`src/rtl/fx2_out_spi_tx.sv`:
```
// fx2_out_spi_tx: drains 16-bit words from the FX2 OUT endpoint over the
// synchronous slave-FIFO interface into a small circular buffer, then
// serializes them MSB-first onto TX_CLK/TX_DATA/TX_LOAD/TX_STOP.
// The FD bus is shared with the slave-FIFO writer via BUS_REQ/BUS_GNT.
// Optional feature macro: SPI_TX_PARITY_EN appends an odd-parity bit after
// bit 0 of every word (18 TX_CLK periods per word instead of 17).
module fx2_out_spi_tx #(
  parameter logic [1:0] OUT_EP_ADR = 2'b00,
  parameter int         BUF_DEPTH  = 16,
  parameter int         CLK_DIV    = 4
) (
  input  logic                       CLK,
  input  logic                       RST,
  input  logic                       FLAG_EMPTY,
  input  logic [15:0]                FD_IN,
  input  logic                       BUS_GNT,
  output logic                       BUS_REQ,
  output logic                       SLOE,
  output logic                       SLRD,
  output logic [1:0]                 FIFOADR,
  output logic                       TX_CLK,
  output logic                       TX_DATA,
  output logic                       TX_LOAD,
  output logic                       TX_STOP,
  output logic [$clog2(BUF_DEPTH):0] BUF_LEVEL
);
  localparam int AW = $clog2(BUF_DEPTH);
  localparam int DW = (CLK_DIV > 1) ? $clog2(CLK_DIV) : 1;
`ifdef SPI_TX_PARITY_EN
  localparam int NB = 17;
`else
  localparam int NB = 16;
`endif
  localparam int BW = $clog2(NB);
  localparam logic [DW-1:0] DIV_LAST = DW'(CLK_DIV - 1);
  localparam logic [BW-1:0] BIT_LAST = BW'(NB - 1);
  localparam logic [AW:0]   LVL_FULL = (AW+1)'(BUF_DEPTH);

  typedef enum logic [2:0] {RD_IDLE, RD_WAIT_GNT, RD_OE, RD_READ, RD_GAP} rd_state_t;
  typedef enum logic [1:0] {SER_IDLE, SER_SHIFT, SER_LOAD} ser_state_t;

  rd_state_t     r_rd_state;
  logic          r_bus_req;
  logic          r_sloe;
  logic          r_slrd;
  logic          r_gap;

  logic [15:0]   r_mem [BUF_DEPTH];
  logic [AW-1:0] r_wptr;
  logic [AW-1:0] r_rptr;
  logic [AW:0]   r_level;

  ser_state_t    r_ser_state;
  logic [NB-1:0] r_shift;
  logic [DW-1:0] r_div;
  logic [BW-1:0] r_bit;
  logic          r_tx_clk;
  logic          r_tx_data;
  logic          r_tx_load;
  logic          r_tx_stop;

  logic          w_push;
  logic          w_pop;
  logic          w_full;
  logic          w_empty;
  logic [AW:0]   w_level_next;
  logic [15:0]   w_pop_word;
  logic [NB-1:0] w_frame;
  logic          w_half_end;
  logic          w_word_end;

  assign w_full     = (r_level == LVL_FULL);
  assign w_empty    = (r_level == '0);
  // A word is captured only in the READ cycle and only while still granted.
  assign w_push     = (r_rd_state == RD_READ) && BUS_GNT;
  assign w_half_end = (r_div == DIV_LAST);
  assign w_word_end = (r_ser_state == SER_LOAD) && r_tx_clk && w_half_end;
  // Pop from IDLE, or straight out of LOAD so consecutive words have no gap.
  assign w_pop      = !w_empty && ((r_ser_state == SER_IDLE) || w_word_end);
  assign w_pop_word = r_mem[r_rptr];
`ifdef SPI_TX_PARITY_EN
  assign w_frame    = {w_pop_word, ~^w_pop_word};
`else
  assign w_frame    = w_pop_word;
`endif

  // Strobes are forced inactive the moment the grant is lost.
  assign SLOE      = r_sloe | ~BUS_GNT;
  assign SLRD      = r_slrd | ~BUS_GNT;
  assign BUS_REQ   = r_bus_req;
  assign FIFOADR   = OUT_EP_ADR;
  assign TX_CLK    = r_tx_clk;
  assign TX_DATA   = r_tx_data;
  assign TX_LOAD   = r_tx_load;
  assign TX_STOP   = r_tx_stop;
  assign BUF_LEVEL = r_level;

  // Next buffer occupancy; simultaneous push and pop leave it unchanged.
  always_comb begin
    w_level_next = r_level;
    if (w_push && !w_pop)      w_level_next = r_level + 1'b1;
    else if (!w_push && w_pop) w_level_next = r_level - 1'b1;
  end

  // Reader FSM: bus request, OE, one-cycle read strobe, two-cycle flag settle gap.
  always_ff @(posedge CLK) begin
    if (RST) begin
      r_rd_state <= RD_IDLE;
      r_bus_req  <= 1'b0;
      r_sloe     <= 1'b1;
      r_slrd     <= 1'b1;
      r_gap      <= 1'b0;
    end else begin
      case (r_rd_state)
        RD_IDLE: begin
          if (FLAG_EMPTY && !w_full) begin
            r_bus_req  <= 1'b1;
            r_rd_state <= RD_WAIT_GNT;
          end
        end
        RD_WAIT_GNT: begin
          if (BUS_GNT) begin
            r_sloe     <= 1'b0;
            r_rd_state <= RD_OE;
          end
        end
        RD_OE: begin
          if (BUS_GNT) begin
            r_slrd     <= 1'b0;
            r_rd_state <= RD_READ;
          end else begin
            r_sloe     <= 1'b1;
            r_bus_req  <= 1'b0;
            r_rd_state <= RD_IDLE;
          end
        end
        RD_READ: begin
          r_sloe <= 1'b1;
          r_slrd <= 1'b1;
          r_gap  <= 1'b0;
          if (BUS_GNT) begin
            r_rd_state <= RD_GAP;
          end else begin
            r_bus_req  <= 1'b0;
            r_rd_state <= RD_IDLE;
          end
        end
        RD_GAP: begin
          if (!r_gap) begin
            r_gap <= 1'b1;
          end else if (FLAG_EMPTY && !w_full && BUS_GNT) begin
            r_sloe     <= 1'b0;
            r_rd_state <= RD_OE;
          end else begin
            r_bus_req  <= 1'b0;
            r_rd_state <= RD_IDLE;
          end
        end
        default: r_rd_state <= RD_IDLE;
      endcase
    end
  end

  // Buffer storage: data only, no reset needed.
  always_ff @(posedge CLK) begin
    if (w_push) r_mem[r_wptr] <= FD_IN;
  end

  // Buffer pointers and occupancy.
  always_ff @(posedge CLK) begin
    if (RST) begin
      r_wptr  <= '0;
      r_rptr  <= '0;
      r_level <= '0;
    end else begin
      if (w_push) r_wptr <= r_wptr + 1'b1;
      if (w_pop)  r_rptr <= r_rptr + 1'b1;
      r_level <= w_level_next;
    end
  end

  // Serializer FSM: CLK_DIV low then CLK_DIV high per bit, data moves on the falling edge.
  always_ff @(posedge CLK) begin
    if (RST) begin
      r_ser_state <= SER_IDLE;
      r_div       <= '0;
      r_bit       <= '0;
      r_tx_clk    <= 1'b0;
      r_tx_data   <= 1'b0;
      r_tx_load   <= 1'b0;
      r_tx_stop   <= 1'b0;
    end else if (w_pop) begin
      r_shift     <= w_frame;
      r_tx_data   <= w_frame[NB-1];
      r_tx_clk    <= 1'b0;
      r_tx_load   <= 1'b0;
      r_tx_stop   <= 1'b0;
      r_div       <= '0;
      r_bit       <= '0;
      r_ser_state <= SER_SHIFT;
    end else begin
      case (r_ser_state)
        SER_SHIFT: begin
          if (!w_half_end) begin
            r_div <= r_div + 1'b1;
          end else begin
            r_div <= '0;
            if (!r_tx_clk) begin
              r_tx_clk <= 1'b1;
            end else begin
              r_tx_clk <= 1'b0;
              if (r_bit == BIT_LAST) begin
                r_tx_data   <= 1'b0;
                r_tx_load   <= 1'b1;
                r_tx_stop   <= (w_level_next == '0);
                r_ser_state <= SER_LOAD;
              end else begin
                r_bit     <= r_bit + 1'b1;
                r_shift   <= r_shift << 1;
                r_tx_data <= r_shift[NB-2];
              end
            end
          end
        end
        SER_LOAD: begin
          if (!w_half_end) begin
            r_div <= r_div + 1'b1;
          end else begin
            r_div <= '0;
            if (!r_tx_clk) begin
              r_tx_clk <= 1'b1;
            end else begin
              r_tx_clk    <= 1'b0;
              r_tx_load   <= 1'b0;
              r_tx_stop   <= 1'b0;
              r_ser_state <= SER_IDLE;
            end
          end
        end
        SER_IDLE: ;
        default: r_ser_state <= SER_IDLE;
      endcase
    end
  end
endmodule
```
`config.mk`:
```
export PLATFORM = sky130hd
export DESIGN_NAME = fx2_out_spi_tx
export DESIGN_NICKNAME = d
export VERILOG_FILES = /design/src/rtl/fx2_out_spi_tx.sv
export SDC_FILE = /design/constraint.sdc
export NUM_CORES = 1
export LEC_CHECK = 0
export CAP_MARGIN = 40
export CORE_MARGIN = 1.5
export CORE_UTILIZATION = 50
export DETAILED_ROUTE_END_ITERATION = 8
export GPL_TIMING_DRIVEN = 0
export PLACE_DENSITY = 0.78
export SLEW_MARGIN = 20
export SYNTH_ARGS = -nofsm -noshare
export SYNTH_HDL_FRONTEND = slang
export SYNTH_SLANG_ARGS = --single-unit
```
`constraint.sdc`:
```
create_clock -name CLK -period 7.3 [get_ports CLK]
set_input_delay 0.73 -clock CLK [delete_from_list [all_inputs] [get_ports CLK]]
set_output_delay 0.73 -clock CLK [all_outputs]
set_load 0.01 [all_outputs]
```
# == Word level (Yosys, flattened, before mapping) ==
# Memories as Yosys holds them, arrays and structs flattened. A register that Yosys moved wholly into a read port is not among the register bits.
# Index checks and enable logic that the tools add are counted.
# totals
ff_bits,47
ram_bits,256
input_bits,20
out_inout_bits,14
wordCells,152
mem_count,1
# mem_list
name,words,width,read_ports,rd_ports_with_merged_regs,write_ports,line,text
r_mem,16,16,1,1,1,48,logic [15:0] r_mem [BUF_DEPTH];
# classes
add_sub_neg,6
n_eq_ne,29
n_mux,54
n_bitwise,6
n_reduce_logical,39
# ops
cell,n
$mux W15,5
$ne A2 B2 Y1 const B,15
$mux W1,25
$reduce_and A6 Y1,3
$mux W2,8
$ne A3 B3 Y1 const B,5
$pmux W3 S5,1
$reduce_and A5 Y1,3
$add A4 B1 Y4 const B,3
$mux W3,4
$reduce_bool A2 Y1,6
$logic_not A5 Y1,2
$mux W5,2
$logic_and A1 B1 Y1,8
$mux W4,2
$pmux W1 S2,4
$eq A3 B2 Y1 const B,2
$pmux W2 S3,1
$reduce_and A3 Y1,2
$reduce_or A2 Y1,3
$add A5 B1 Y5 const B,1
$eq A5 B5 Y1 const B,1
$sub A5 B1 Y5 const B,1
$eq A2 B2 Y1 const B,2
17 further kinds,25

# == Longest topological paths before layout ==
# logic_depth
depth_word,13
depth_mapped,8
ltp_nobuf,7

# == Worst setup path before layout ==
# OpenSTA, ideal clock, no wires.
# synth_timing
kind,input to register
start,input BUS_GNT
end,"memory r_mem[0][0], enable pin"
setup_time_ps,431
arrival_ps,2816
t_required_ps,6869
setup_slack_ps,4054
path_stages,3
n_path_buf,1
cell_sequence,buf_2 -> nand4b_1 -> nor4_1
# synth_between
elab_chain_len,3
# synth_rtl
item,line,text
start: declaration,16,"input logic BUS_GNT,"
$logic_and A1 B1 Y1,75,assign w_push = (r_rd_state == RD_READ) && BUS_GNT;
$mux W1,166,if (w_push) r_mem[r_wptr] <= FD_IN;
$mux W1 (implied by the code),166,
end: declaration,48,
# No other way between the ends.

# == Worst setup path after layout ==
# layout_timing
start,register r_level[0] (netlist: BUF_LEVEL[0])
end,"register r_shift[11], enable pin"
# layout_between
elab_chain_len,5
elab_cells_between_ends,8
classes_between,eq/ne: 1; reduce/logical: 7
# layout_rtl
item,line,text
start: declaration,51,logic [AW:0] r_level;
start signal: assignment,178,r_level <= w_level_next;
$logic_not A5 Y1 *,73,assign w_empty = (r_level == '0);
$logic_not A1 Y1 *,79,assign w_pop = !w_empty && ((r_ser_state == SER_IDLE) || w_word_end);
$logic_and A1 B1 Y1 *,79,
$ne A2 B2 Y1 (no line) or $reduce_bool A2 Y1 (tied branches),n/a,
$reduce_and A5 Y1 (no line) *,n/a,
end signal: assignment,193,r_shift <= w_frame;
end signal: assignment,219,r_shift <= r_shift << 1;
end: declaration,54,logic [NB-1:0] r_shift;
# Every way passes the cells marked *; elsewhere a longest branch is shown, timed or not.
# A chain may end at the register's enable or synchronous reset.

==> summary.md <==
• run status: completed
• number of buffers inserted by port buffering: 29
• post-synthesis area per instance: 18.7 µm²
• count of endpoints failing hold in the final timing report: 0
• clock tree from TritonCTS: yes
• worst setup slack after layout: 4.38 ns
• worst-case clock skew: 0.00916 ns
• share of flip-flops with an asynchronous set or reset after synthesis: 0%
• number of levels in the clock H-tree: 1
• count of pins on the block boundary: 34
• Final ANT Viol Nets: 0
• final period demand of the worst path: 2.92 ns
• distinct cell type count of the synthesized netlist: 55
• most frequently used flop master after synthesis: sky130_fd_sc_hd__edfxtp_1
• placed instance count: 1033
• final weighted congestion of routability-driven global placement: 0.833
• critical path type: reg2reg
• kind of end point of the critical path: flop
• Routed WL per cell: 24.4 µm
• Via-to-Cell Ratio: 6.01
• pin count of the biggest net entering global routing: 17
• sw frac: 26.8%
• clock-pin slew on the worst setup and hold paths: 0.06 ns
• highest clock frequency the design can meet: 0.342 GHz
• die outline height: 159 µm
• clock sink total: 307
• drt total wl: 26500 µm
• Cell Chain, Critical Path: inv_1, ha_1, nor4b_2, nor2_1, clkbuf_1, nor2_1, nor2_2, buf_6
• fin cells: 1087
• number of remaining DRC errors: 0
• post-cts hold buffer count: 0
• Critical Path Most Common Cell: sky130_fd_sc_hd__nor2_1
• wire length of the first global-routing pass: 40300 µm
• PnR Total Power: 4.58 mW
• commonest cells in the synthesized netlist: sky130_fd_sc_hd__edfxtp_1 (271), sky130_fd_sc_hd__mux4_2 (75), sky130_fd_sc_hd__nand2_1 (58)
• root buffer cell: sky130_fd_sc_hd__clkbuf_16
• unrepaired setup endpoints after global routing: false
• Gate power share: 22.1%
• area of the mapped netlist: 12200 µm²
• CP required: 7.56 ns
• initial core utilization: 51.5%
• DP Worst Slack: 4.31 ns
• arrival time of the worst setup path: 3.19 ns
• maximum vdd ir drop: 0.000266 V
• power per cell area: 321 nW/µm²
• number of vias after detailed routing: 6528
• synth top area cells: sky130_fd_sc_hd__edfxtp_1 (67%), sky130_fd_sc_hd__mux4_2 (14%), sky130_fd_sc_hd__dfxtp_1 (5.9%), sky130_fd_sc_hd__nand2_1 (1.8%), sky130_fd_sc_hd__ha_1 (1.2%)
• DIE AREA: 25300 µm²
• deepest clock path buffer count: 3
• Std-Cell Core Area: 23700 µm²
• cell accounting for the most synthesized area: sky130_fd_sc_hd__edfxtp_1
• Worst-Skew Late Latency: 0.56 ns
• part of the power in the clock network: 33.0%
• all-layer global routing usage: 21.4%
• footprint of the multi-input gates: 3170 µm²
• Synth Register Bits: 307
• nature of the critical path startpoint: flop
• slew margin rel.: 39.2%
• Setup violations, final: 0
• maximum fanout encountered on the critical timing path: 10
• number of buffers inserted during clock tree synthesis: 29
• core utilization of the finished layout: 60.1%
• Die W: 159 µm
• number of warnings printed during yosys synthesis: 0
• DRT iter0 DRCs: 673
• number of nets in the layout: 778
• antenna diode count: 0
• share of the cycle needed by the critical path after routing: 40.0%
• Worst-Margin Slew: 0.912 ns
• Cell Int Power: 3.35 mW
• register area share after synthesis: 72.6%
• number of optimization iterations in the first detailed-route pass: 4
• worst hold path class: reg2reg
• EDFF count, synth: 271
• number of maximum-capacitance constraint violations: 0
• number of antenna violations at the first check in global routing: 0
• number of rows created at floorplan: 56
• number of setup buffers added after CTS: 0
• CP max stage cell: sky130_fd_sc_hd__clkbuf_1
• Area growth syn-to-layout: 16.8%
• total net switching power: 1.23 mW
• share of cells above drive strength 1: 24.3%
• total negative setup slack: 0 ns
• most instantiated library cell after synthesis: sky130_fd_sc_hd__edfxtp_1
• number of max-slew violations in the final report: 0
• leakage: 4.66 nW
• FF/Latch Area: 8860 µm²
• Filler Cells Inserted: 1676
• number of standard cells after synthesis: 651
• top-area cell type share of the netlist area: 66.7%
• delay contributed by the slowest stage of the critical path: 0.50 ns
• aggregate global routing overflow: 0
• DPL Wire Length: 17900 µm
• register share of total power: 44.9%
• post-cts sizing count: 0
• vias in the first global route: 6692
stage by stage:
step,area [µm²],hold slack (ns)
2_1_floorplan,12200,0.427
3_3_place_gp,12900,0.437
3_5_place_dp,13300,0.480
4_1_cts,14200,0.495
5_1_grt,14200,0.526
6_report,14200,0.496
area by class of cell:
class / count / share of cell area (%)
Clock buffer: 34 / 5.23
Timing Repair Buffer: 63 / 4.38
Clock inverter: 19 / 1.51
Multi-Input combinational cell: 299 / 22.2
Sequential cell: 307 / 62.2
Tap cell: 319 / 2.80
Inverter: 11 / 0.290
Buffer: 35 / 1.34
power by group through the flow:
stage	registers [mW]	clock network (mW)	logic (mW)
6_report	2.05	1.51	1.01
5_1_grt	2.06	1.60	1.09
4_1_cts	2.05	1.53	1.02
3_5_place_dp	2.09	0	1.01
3_3_place_gp	2.09	0	0.959
2_1_floorplan	2.08	0	0.705
flip-flops by register name, summed over array words and instances, names as in the netlist, 2 cells and up, named ones only:
signal,count
BUF_LEVEL,5
r_bit,4
r_div,2
r_mem,256
r_rd_state,3
r_rptr,4
r_ser_state,2
r_shift,15
r_wptr,4
routing by layer:
| layer | share of wire [%] | global-route usage [%] |
|---|---|---|
| met3 | 7.3 | 3.91 |
| met4 | 2.5 | 6.13 |
| met2 | 52 | 37.5 |
| met1 | 38 | 27.5 |
| met5 | 0 | 0 |
layout by cell type (no fill, tap or decap), types with 12 or more instances in the layout:
master / count
sky130_fd_sc_hd__clkdlybuf4s50_1: 29
sky130_fd_sc_hd__edfxtp_1: 271
sky130_fd_sc_hd__ha_1: 12
sky130_fd_sc_hd__nor2_1: 35
sky130_fd_sc_hd__clkbuf_1: 21
sky130_fd_sc_hd__mux4_2: 75
sky130_fd_sc_hd__nand2_1: 58
sky130_fd_sc_hd__clkbuf_16: 29
sky130_fd_sc_hd__buf_2: 16
sky130_fd_sc_hd__dfxtp_1: 36
sky130_fd_sc_hd__buf_4: 15
critical path: cells and delay by family, from the launching register on:
kind / cells / cell delay (ns)
flip-flops: 1 / 0.48
AND/OR/NAND/NOR: 4 / 1.06
adder cells (fa/ha/maj): 1 / 0.24
buffers and inverters: 3 / 0.86
path summary, 6_finish.rpt:
check               start     endpoint  slack, ns  cells after the start
max          BUF_LEVEL[0]  r_shift[11]       4.38                      8
min                r_slrd       r_slrd       0.50                      1
max reg2reg  BUF_LEVEL[0]  r_shift[11]       4.38                      8
min reg2reg        r_slrd       r_slrd       0.50                      1
kinds of logic after synthesis:
group / Yosys count / synth area share (%)
muxes: 87 / 15.5
DFF: 307 / 72.6
adders and majority gates: 12 / 1.23
and+or+nand+nor: 144 / 5.46
xor gates and xnor gates: 13 / 0.934
buffers and inverters: 46 / 1.91
AOI/OAI and AO/OA: 41 / 2.28
other: 1 / 0.0307
No activity file was read; power rests on OpenSTA's default activity.
